### src/rtl/keychain_pkg.sv
// Shared types and constants for the keychain datapath blocks.
package keychain_pkg;

  typedef enum logic [1:0] {IDLE, SEND, WAIT_ACK, WAIT_DONE} framer_state_t;

  localparam logic [7:0] FRAME_HEADER = 8'hA5;

endpackage

### src/rtl/result_uart_framer.sv
// Frames one WIDTH-bit result as header, payload bytes MSB first and an XOR
// checksum, pacing each byte through the uart_transmit trigger/busy handshake.
module result_uart_framer
  import keychain_pkg::*;
#(
  parameter int          WIDTH       = 16,
  parameter logic [7:0]  HEADER      = FRAME_HEADER,
  parameter int          ACK_TIMEOUT = 4
) (
  input  logic              clk_in,
  input  logic              rst_n_in,
  input  logic [WIDTH-1:0]  word_in,
  input  logic              valid_in,
  output logic              ready_out,
  output logic [7:0]        byte_out,
  output logic              trigger_out,
  input  logic              busy_in,
  output logic              busy_out,
  output logic              done_out,
  output framer_state_t     dbg_state
);

  localparam int N     = WIDTH / 8;
  localparam int IDX_W = $clog2(N + 2);
  localparam int CNT_W = $clog2(ACK_TIMEOUT + 1);
  localparam logic [IDX_W-1:0] IDX_LAST = IDX_W'(N + 1);
  localparam logic [IDX_W-1:0] IDX_CHK  = IDX_W'(N);
  localparam logic [CNT_W-1:0] CNT_LAST = CNT_W'(ACK_TIMEOUT - 1);

  // Handshake: a word transfers on a clock edge where valid_in & ready_out are
  // both high; valid_in outside IDLE is dropped, never queued.

  framer_state_t    state, state_next;
  logic [IDX_W-1:0] idx;
  logic [CNT_W-1:0] cnt;
  logic [WIDTH-1:0] shreg;
  logic [WIDTH-1:0] shreg_shifted;
  logic [7:0]       chk;
  logic [7:0]       chk_next;
  logic [7:0]       byte_q;
  logic             done_q;
  logic             live;
  logic             accept;
  logic             advance;
  logic             trigger;

  assign ready_out     = live && (state == IDLE);
  assign accept        = valid_in && ready_out;
  assign byte_out      = byte_q;
  assign trigger_out   = trigger;
  assign done_out      = done_q;
  assign busy_out      = (state != IDLE) || done_q;
  assign dbg_state     = state;
  assign shreg_shifted = shreg << 8;

  always_comb begin
    chk_next = '0;
    for (int i = 0; i < N; i++) begin
      chk_next = chk_next ^ word_in[i*8 +: 8];
    end
  end

  always_ff @(posedge clk_in or negedge rst_n_in) begin
    if (!rst_n_in) state <= IDLE;
    else           state <= state_next;
  end

  always_comb begin
    state_next = state;
    trigger    = 1'b0;
    advance    = 1'b0;
    case (state)
      IDLE:      if (accept) state_next = SEND;
      SEND: begin
        if (!busy_in) begin
          trigger    = 1'b1;
          state_next = WAIT_ACK;
        end
      end
      WAIT_ACK: begin
        if (busy_in)              state_next = WAIT_DONE;
        else if (cnt == CNT_LAST) advance    = 1'b1;
      end
      WAIT_DONE: if (!busy_in) advance = 1'b1;
      default:   state_next = IDLE;
    endcase
    if (advance) state_next = (idx == IDX_LAST) ? IDLE : SEND;
  end

  always_ff @(posedge clk_in or negedge rst_n_in) begin
    if (!rst_n_in) begin
      live   <= 1'b0;
      idx    <= '0;
      cnt    <= '0;
      shreg  <= '0;
      chk    <= '0;
      byte_q <= '0;
      done_q <= 1'b0;
    end else begin
      live   <= 1'b1;
      done_q <= 1'b0;
      if (trigger)                           cnt <= '0;
      else if (state == WAIT_ACK && !busy_in) cnt <= cnt + 1'b1;
      if (accept) begin
        shreg  <= word_in;
        chk    <= chk_next;
        idx    <= '0;
        byte_q <= HEADER;
      end else if (advance) begin
        if (idx == IDX_LAST) begin
          done_q <= 1'b1;
          idx    <= '0;
        end else begin
          idx <= idx + 1'b1;
          // Header -> first payload byte needs no shift; later payload steps do.
          if (idx == '0)           byte_q <= shreg[WIDTH-1 -: 8];
          else if (idx == IDX_CHK) byte_q <= chk;
          else begin
            shreg  <= shreg_shifted;
            byte_q <= shreg_shifted[WIDTH-1 -: 8];
          end
        end
      end
    end
  end

endmodule

### config.mk
export PLATFORM = sky130hd
export DESIGN_NAME = result_uart_framer
export DESIGN_NICKNAME = d
export VERILOG_FILES = /design/src/rtl/keychain_pkg.sv /design/src/rtl/result_uart_framer.sv
export SDC_FILE = /design/constraint.sdc
export NUM_CORES = 1
export LEC_CHECK = 0
export BUFFER_PORTS_ARGS = -buffer_cell sky130_fd_sc_hd__buf_2
export CELL_PAD_IN_SITES_DETAIL_PLACEMENT = 2
export CELL_PAD_IN_SITES_GLOBAL_PLACEMENT = 2
export CORE_ASPECT_RATIO = 1.1
export CORE_UTILIZATION = 30
export CTS_CLUSTER_DIAMETER = 120
export DETAILED_ROUTE_END_ITERATION = 10
export GPL_TIMING_DRIVEN = 0
export PLACE_DENSITY = 0.67
export SYNTH_ARGS = -nofsm -noshare
export SYNTH_HDL_FRONTEND = slang
export SYNTH_SLANG_ARGS = --single-unit
### constraint.sdc
create_clock -name clk_in -period 6.2 [get_ports clk_in]
set_input_delay 1.55 -clock clk_in [delete_from_list [all_inputs] [get_ports clk_in]]
set_output_delay 1.55 -clock clk_in [all_outputs]
set_load 0.02 [all_outputs]
==> results of run 1 <==
-- state kept, by name, indices dropped and copies added, names as in the netlist --
signal     flops
byte_out       8
chk            8
cnt            3
dbg_state      2
done_out       1
idx            2
live           1
shreg         16
-- cell usage in the layout (no fill, tap or decap), types with 2 or more instances in the layout --
cell       n
o21ai_1    8
nand3_1    7
a211oi_1   4
inv_1      8
ha_1       9
clkbuf_8   5
xnor2_1    8
and3_1     2
buf_2     34
a21oi_1    6
mux2i_1   17
nor2_1    15
o21ai_2    2
dfrtp_1   41
clkbuf_1   9
nand2_1   38
o21ai_0   28
-- per-stage QoR --
step	utilization [%]	hold WS, ns
CTS	36.5	0.498
finish	36.5	0.487
floorplan	-	0.450
detailed placement	35.4	0.479
global route	36.5	0.514
global placement	35.4	0.463
-- routing by layer --
metal  track usage [%]  wire [um]  up-vias
met5                 0          0        -
met4              3.95         59        0
met3              3.76        140        5
met2              29.1       2890       22
met1              22.6       2690      843
li1                  -          -      824
-- critical path, cell delays in order --
cell and delay, ns:
buf_2 0.09, clkbuf_1 0.32, nor2_1 0.10, buf_2 0.17
-- layout make-up --
class	count	area (um2)	area share (%)
inverter	8	30.0	1.22
clock inverter	1	5.00	0.204
timing repair buffer	33	165	6.73
buffer	12	70.1	2.86
multi-input combinational	159	985	40.2
clock buffer	5	68.8	2.81
sequential	41	1030	41.8
tap	82	103	4.18
-- where the power goes --
| part | leakage (nW) | switching [mW] | internal (mW) |
|---|---|---|---|
| logic | 0.552 | 0.293 | 0.179 |
| clock network | 0.0399 | 0.0899 | 0.0742 |
| registers | 0.524 | 0.0710 | 0.378 |
| total | 1.12 | 0.454 | 0.631 |
-- path summary, 6_finish.rpt --
path | startpoint | to | depth (start not counted)
max | busy_in | trigger_out | 4
max in group asynchronous | rst_n_in | dbg_state[1] | 1
min | chk[0] | chk[0] | 2
min reg2reg | chk[0] | chk[0] | 2
max reg2reg | dbg_state[0] | byte_out[7] | 7
min in group asynchronous | rst_n_in | cnt[1] | 1
-- kinds of logic after synthesis --
kind of cell / count (synthesis) / synth area share (%)
AO/OA/AOI/OAI: 52 / 14.2
other: 1 / 0.178
XOR/XNOR: 8 / 3.32
multiplexers: 17 / 8.06
adder cells (fa/ha/maj): 9 / 5.34
flip-flops: 41 / 48.6
AND/OR/NAND/NOR: 72 / 15.6
buffers and inverters: 20 / 4.74
==> run metrics, run 1 <==
Starting Density 31.5%; design area 2450 um2; sequential area share after synthesis 48.6%; fill count 779; overall power 1.09 mW; share of the synthesized area in the top cell type 48.6%; vias in the first global route 1846; Crit Path Class primary input to output pin; I/O Pins 34; wire per inst 16.9 um; Detailed Route Iter0 Violations 43; syn nets 249; area leader, netlist dfrtp_1; die area 7380 um2; status finished clean; Area after DPL 2380 um2; Clock Tree Root clkbuf_8; fin cells 341; Port Buf Inserts 33; Final Hold Viols 0; Max-slew headroom 35.6%; critical path launch point type primary input; Placed Instances 335; Crit Path Max Fanout 10; CP required 4.65 ns; synth unique cells 33; endpoint class of the critical path output pin; unrepaired setup endpoints after global routing no; Chip Height 90.0 um; initial antenna violation count 0; Post-CTS Resized 0; Area Overhead vs Synth 16.2%; FMAX 265 MHz; ANT cells 0; total of max-cap violations 0; count leader, synth dfrtp_1; crit path DAT 2.22 ns; total core area 6710 um2; leak pwr 1.12 nW; Commonest cells post-synth dfrtp_1 (41), nand2_1 (38), o21ai_0 (28), mux2i_1 (17), nor2_1 (15); VDD IR max 0.000151 V; Post-synth EDFFs 0; final setup vio count 0; ranking of synthesized cells by area dfrtp_1 (49%), mux2i_1 (8.1%), nand2_1 (6.8%); width of the die 82.0 um; total gr overflow 0; deepest clock path buffer count 2; Final Max Slew Viols 0; worst skew pair latency 0.29 ns; worst hold path class flip-flop to flip-flop; post-route setup TNS 0 ns; fin nets 289; YS warnings 0; min setup slack post-route 2.43 ns; CTS H-tree lvls 2; Mapped Area 2110 um2; synthesized area per cell 9.59 um2; PwrDens 442 nW/um2; DRC 0; Synth Flop Type dfrtp_1; layout cells sized above 1 18.5%; R2R Setup Slk 3.96 ns; first-pass GRT wire length 9.47 mm; Antenna Nets Post-Route 0; Mapped Cells 220; Pre-antenna DRT Iters 4; post-CTS setup repair buffer count 0; hpwl dp 4.16 mm; async set-reset flop share out of synthesis 100%; final WL 5.77 mm; total clock sinks 41; Tcrit/Tclk final 60.8%; FP Rows 31; flip-flop and latch count after synthesis 41; via/cell ratio 4.97; TritonCTS Buffers 5; TritonCTS clock tree yes; largest net degree at the start of global routing 42; Worst Max-Slew Pin Slew 0.967 ns; GP Congestion 0.716; Vias 1694; global-route usage over all layers 17.4%; Reg clk slew, reported paths 0.08 ns; Fin Clk Skew 0.00559 ns; dpl ws 2.44 ns; min cycle time layout 3.77 ns; # hold bufs at CTS 0
Power figures use the tool's default switching activity.
==> run 2, diff against run 1 <==
--- a/config.mk
+++ b/config.mk
@@ -5,6 +5,7 @@
 export SDC_FILE = /design/constraint.sdc
 export NUM_CORES = 1
 export LEC_CHECK = 0
+export ABC_AREA = 1
 export BUFFER_PORTS_ARGS = -buffer_cell sky130_fd_sc_hd__buf_2
 export CELL_PAD_IN_SITES_DETAIL_PLACEMENT = 2
 export CELL_PAD_IN_SITES_GLOBAL_PLACEMENT = 2
@@ -13,7 +14,7 @@
 export CTS_CLUSTER_DIAMETER = 120
 export DETAILED_ROUTE_END_ITERATION = 10
 export GPL_TIMING_DRIVEN = 0
-export PLACE_DENSITY = 0.67
+export PLACE_DENSITY = 0.69
 export SYNTH_ARGS = -nofsm -noshare
 export SYNTH_HDL_FRONTEND = slang
 export SYNTH_SLANG_ARGS = --single-unit
==> constraint.sdc (replaced) <==
create_clock -name clk_in -period 3.5 [get_ports clk_in]
set_input_delay 0.875 -clock clk_in [delete_from_list [all_inputs] [get_ports clk_in]]
set_output_delay 0.875 -clock clk_in [all_outputs]
set_load 0.02 [all_outputs]
==> run 2 against run 1 <==
Clock skew is 0.0022 ns lower. Setup slack worse by 1.2 ns. Sequential share of layout area is 3.6 points lower. Final area is 9.3% higher. Core utilization is 0.49 points lower. Wire length is 9.2% higher. Register-to-register slack worse by 2.3 ns. Hold slack worse by 0.0093 ns. Combinational power is 130% higher. Critical path type is now flip-flop to output pin. Largest cell class is now multi-input combinational cells. Highest routed layer unchanged.
==> run metrics, run 2 <==
FP Rows 33 (was 31); worst reg-to-reg path cell count 6 (was 7); async set-reset flop share out of synthesis 100% (unchanged); die area 7990 um2 (was 7380 um2); Crit Path Max Fanout 5 (was 10); crit path DAT 1.40 ns (was 2.22 ns); Biggest register shreg (unchanged); post-CTS setup repair buffer count 0 (unchanged); share of the synthesized area in the top cell type 44.8% (was 48.6%); sequential area share after synthesis 44.8% (was 48.6%); Synth Flop Type dfrtp_1 (unchanged); flip-flop and latch count after synthesis 41 (unchanged); GP Congestion 0.729 (was 0.716); total core area 7430 um2 (was 6710 um2); count leader, synth nand2_1 (was dfrtp_1); Fin Clk Skew 0.00336 ns (was 0.00559 ns); Clock Tree Root clkbuf_8 (unchanged); CP required 2.62 ns (was 4.65 ns); width of the die 85.3 um (was 82.0 um); CTS H-tree lvls 2 (unchanged); clock network power share 17.6% (was 15.1%); ANT cells 0 (unchanged); Crit Path Class flip-flop to output pin (was primary input to output pin); Antenna Nets Post-Route 0 (unchanged); Psw 1.01 mW (was 454 uW); # hold bufs at CTS 0 (unchanged); area leader, netlist dfrtp_1 (unchanged); commonest non-fill, non-tap cell in the layout nand2_1 (was dfrtp_1); layout cells sized above 1 23.0% (was 18.5%); deepest clock path buffer count 2 (unchanged); Port Buf Inserts 33 (unchanged); post-route setup TNS 0 ns (unchanged); Vias 1961 (was 1694); Post-synth EDFFs 0 (unchanged); Tcrit/Tclk final 64.9%; Max-slew headroom 34.5% (was 35.6%); Mapped Area 2290 um2 (was 2110 um2); Sw Ratio 43.7% (was 41.8%); synthesized area per cell 8.15 um2 (was 9.59 um2); final WL 6.30 mm (was 5.77 mm); via/cell ratio 4.79 (was 4.97); FMAX 440 MHz; TritonCTS clock tree yes (unchanged); I/O Pins 34 (unchanged); CP Depth 5 (was 4); leak pwr 1.48 nW (was 1.12 nW); Post-CTS Resized 0 (unchanged); cell family with most CP delay flip-flops (was buffers and inverters); min cycle time layout 2.27 ns; wire per inst 15.4 um (was 16.9 um); Slowest-stage cell, CP dfrtp_1 (was clkbuf_1); VDD IR max 0.000214 V (was 0.000151 V); worst skew pair latency 0.29 ns (about the same); YS warnings 0 (unchanged); overall power 2.31 mW (was 1.09 mW); initial antenna violation count 0 (unchanged); fill count 881 (was 779); endpoint class of the critical path output pin (unchanged); TritonCTS Buffers 5 (unchanged); internal power 1.30 mW (was 631 uW); global-route usage over all layers 17.3% (was 17.4%); Final Max Slew Viols 0 (unchanged); total of max-cap violations 0 (unchanged); sequential power share 34.6% (was 41.3%); Mapped Cells 281 (was 220); syn nets 310 (was 249); total gr overflow 0 (unchanged); fin nets 350 (was 289); Commonest cells post-synth nand2_1 (104), dfrtp_1 (41), inv_1 (22), o21ai_0 (22) (was dfrtp_1 (41), nand2_1 (38), o21ai_0 (28), mux2i_1 (17), nor2_1 (15)); PwrDens 861 nW/um2 (was 442 nW/um2); Reg clk slew, reported paths 0.08 ns (about the same); Area Overhead vs Synth 17.0% (was 16.2%); total clock sinks 41 (unchanged); Detailed Route Iter0 Violations 76 (was 43); critical path cell sequence inv_1 -> ha_1 -> nand2_1 -> inv_2 -> buf_2 (was buf_2 -> clkbuf_1 -> nor2_1 -> buf_2); Min Hold Slack 0.478 ns (was 0.487 ns); critical path launch point type flip-flop (was primary input); Final Hold Viols 0 (unchanged); most frequent cells in the layout nand2_1 (104), dfrtp_1 (41), buf_2 (36), inv_1 (22), o21ai_0 (22) (was dfrtp_1 (41), nand2_1 (38), buf_2 (34), o21ai_0 (28), mux2i_1 (17)); max reg flops 16 (unchanged); Chip Height 93.6 um (was 90.0 um); Worst Max-Slew Pin Slew 0.982 ns (was 0.967 ns); final setup vio count 0 (unchanged); DRC 0 (unchanged); first-pass GRT wire length 10.5 mm (was 9.47 mm); vias in the first global route 2044 (was 1846); Bufs and invs on worst path 3 (unchanged); unrepaired setup endpoints after global routing no (unchanged); ranking of synthesized cells by area dfrtp_1 (45%), nand2_1 (17%), nand3_2 (6.6%) (was dfrtp_1 (49%), mux2i_1 (8.1%), nand2_1 (6.8%)); status finished clean (unchanged); logic gate share of total power 47.9% (was 43.5%); hpwl dp 4.49 mm (was 4.16 mm); CP max stage delay 0.43 ns (was 0.32 ns); Starting Density 30.8% (was 31.5%); largest net degree at the start of global routing 42 (unchanged); Hold Path Depth 2 (unchanged); worst hold path class flip-flop to flip-flop (unchanged); synth unique cells 26 (was 33); Pre-antenna DRT Iters 4 (unchanged)
run 2: changes by cell type after synthesis, sizes merged, moves of 4 or more:
cell	previous run	this run
a211oi	4	0
a21oi	7	2
buf	3	9
clkbuf	9	0
inv	8	26
mux2i	17	1
nand2	38	109
nand3	7	31
o21ai	38	30
xnor2	8	1
run 2: power by group through the flow:
| stage | sequential (mW) | clock, mW | combinational, mW |
|---|---|---|---|
| 3_3_place_gp | 0.804 | 0 | 1.10 |
| 4_1_cts | 0.802 | 0.422 | 1.14 |
| 2_1_floorplan | 0.847 | 0 | 0.738 |
| 6_report | 0.798 | 0.405 | 1.10 |
| 3_5_place_dp | 0.812 | 0 | 1.13 |
| 5_1_grt | 0.826 | 0.430 | 1.27 |
run 2: stage by stage:
step	std cells	setup WS [ns]	cell area (um2)	util, %
detailed placement	401	1.36	2560	34.5
floorplan	281	1.46	2290	-
finish	409	1.23	2680	36.1
global route	409	1.10	2680	36.1
CTS	409	1.19	2680	36.1
global placement	401	1.38	2560	34.5
run 2: area by class of cell:
cell class              count  area [um2]  share of cell area [%]
plain buffers               9        86.3                    3.22
clock buffers               7        86.3                    3.22
clock inverters             1        30.0                    1.12
inverters                  27         106                    3.97
multi-input cells         204        1070                    40.0
flip-flops and latches     41        1030                    38.3
well taps                  87         109                    4.06
repair buffers             33         165                    6.16
run 2: tightest hold or removal path: stages (launching register included):
cell	delay, ns
dfrtp_1	0.34
nand2_1	0.05
nand2_1	0.05
run 2: cells by family after synthesis:
logic type,Yosys count,synth area share [%]
and+or+nand+nor,157,33.0
DFF,41,44.8
buffers and inverters,36,8.41
AOI/OAI and AO/OA,35,7.92
adders and majority gates,9,4.92
other,1,0.164
xor gates and xnor gates,1,0.383
muxes,1,0.437
run 2: per-layer routing:
| metal | share of wire [%] | global-route usage, % | wire length (um) | vias to the layer above |
|---|---|---|---|---|
| met5 | 0 | 0 | 0 | - |
| li1 | - | - | - | 973 |
| met3 | 1.9 | 2.82 | 121 | 4 |
| met1 | 48 | 22.8 | 3050 | 960 |
| met4 | 0.44 | 3.75 | 28 | 0 |
| met2 | 49 | 29.8 | 3110 | 24 |
run 2: worst paths after layout:
path                       slack (ns)         start           end
max                              1.23  dbg_state[1]     ready_out
min                              0.48   byte_out[0]   byte_out[0]
min in group asynchronous        0.73      rst_n_in   byte_out[1]
max reg2reg                      1.70        idx[0]   byte_out[3]
min reg2reg                      0.48   byte_out[0]   byte_out[0]
max in group asynchronous        2.16      rst_n_in  dbg_state[1]
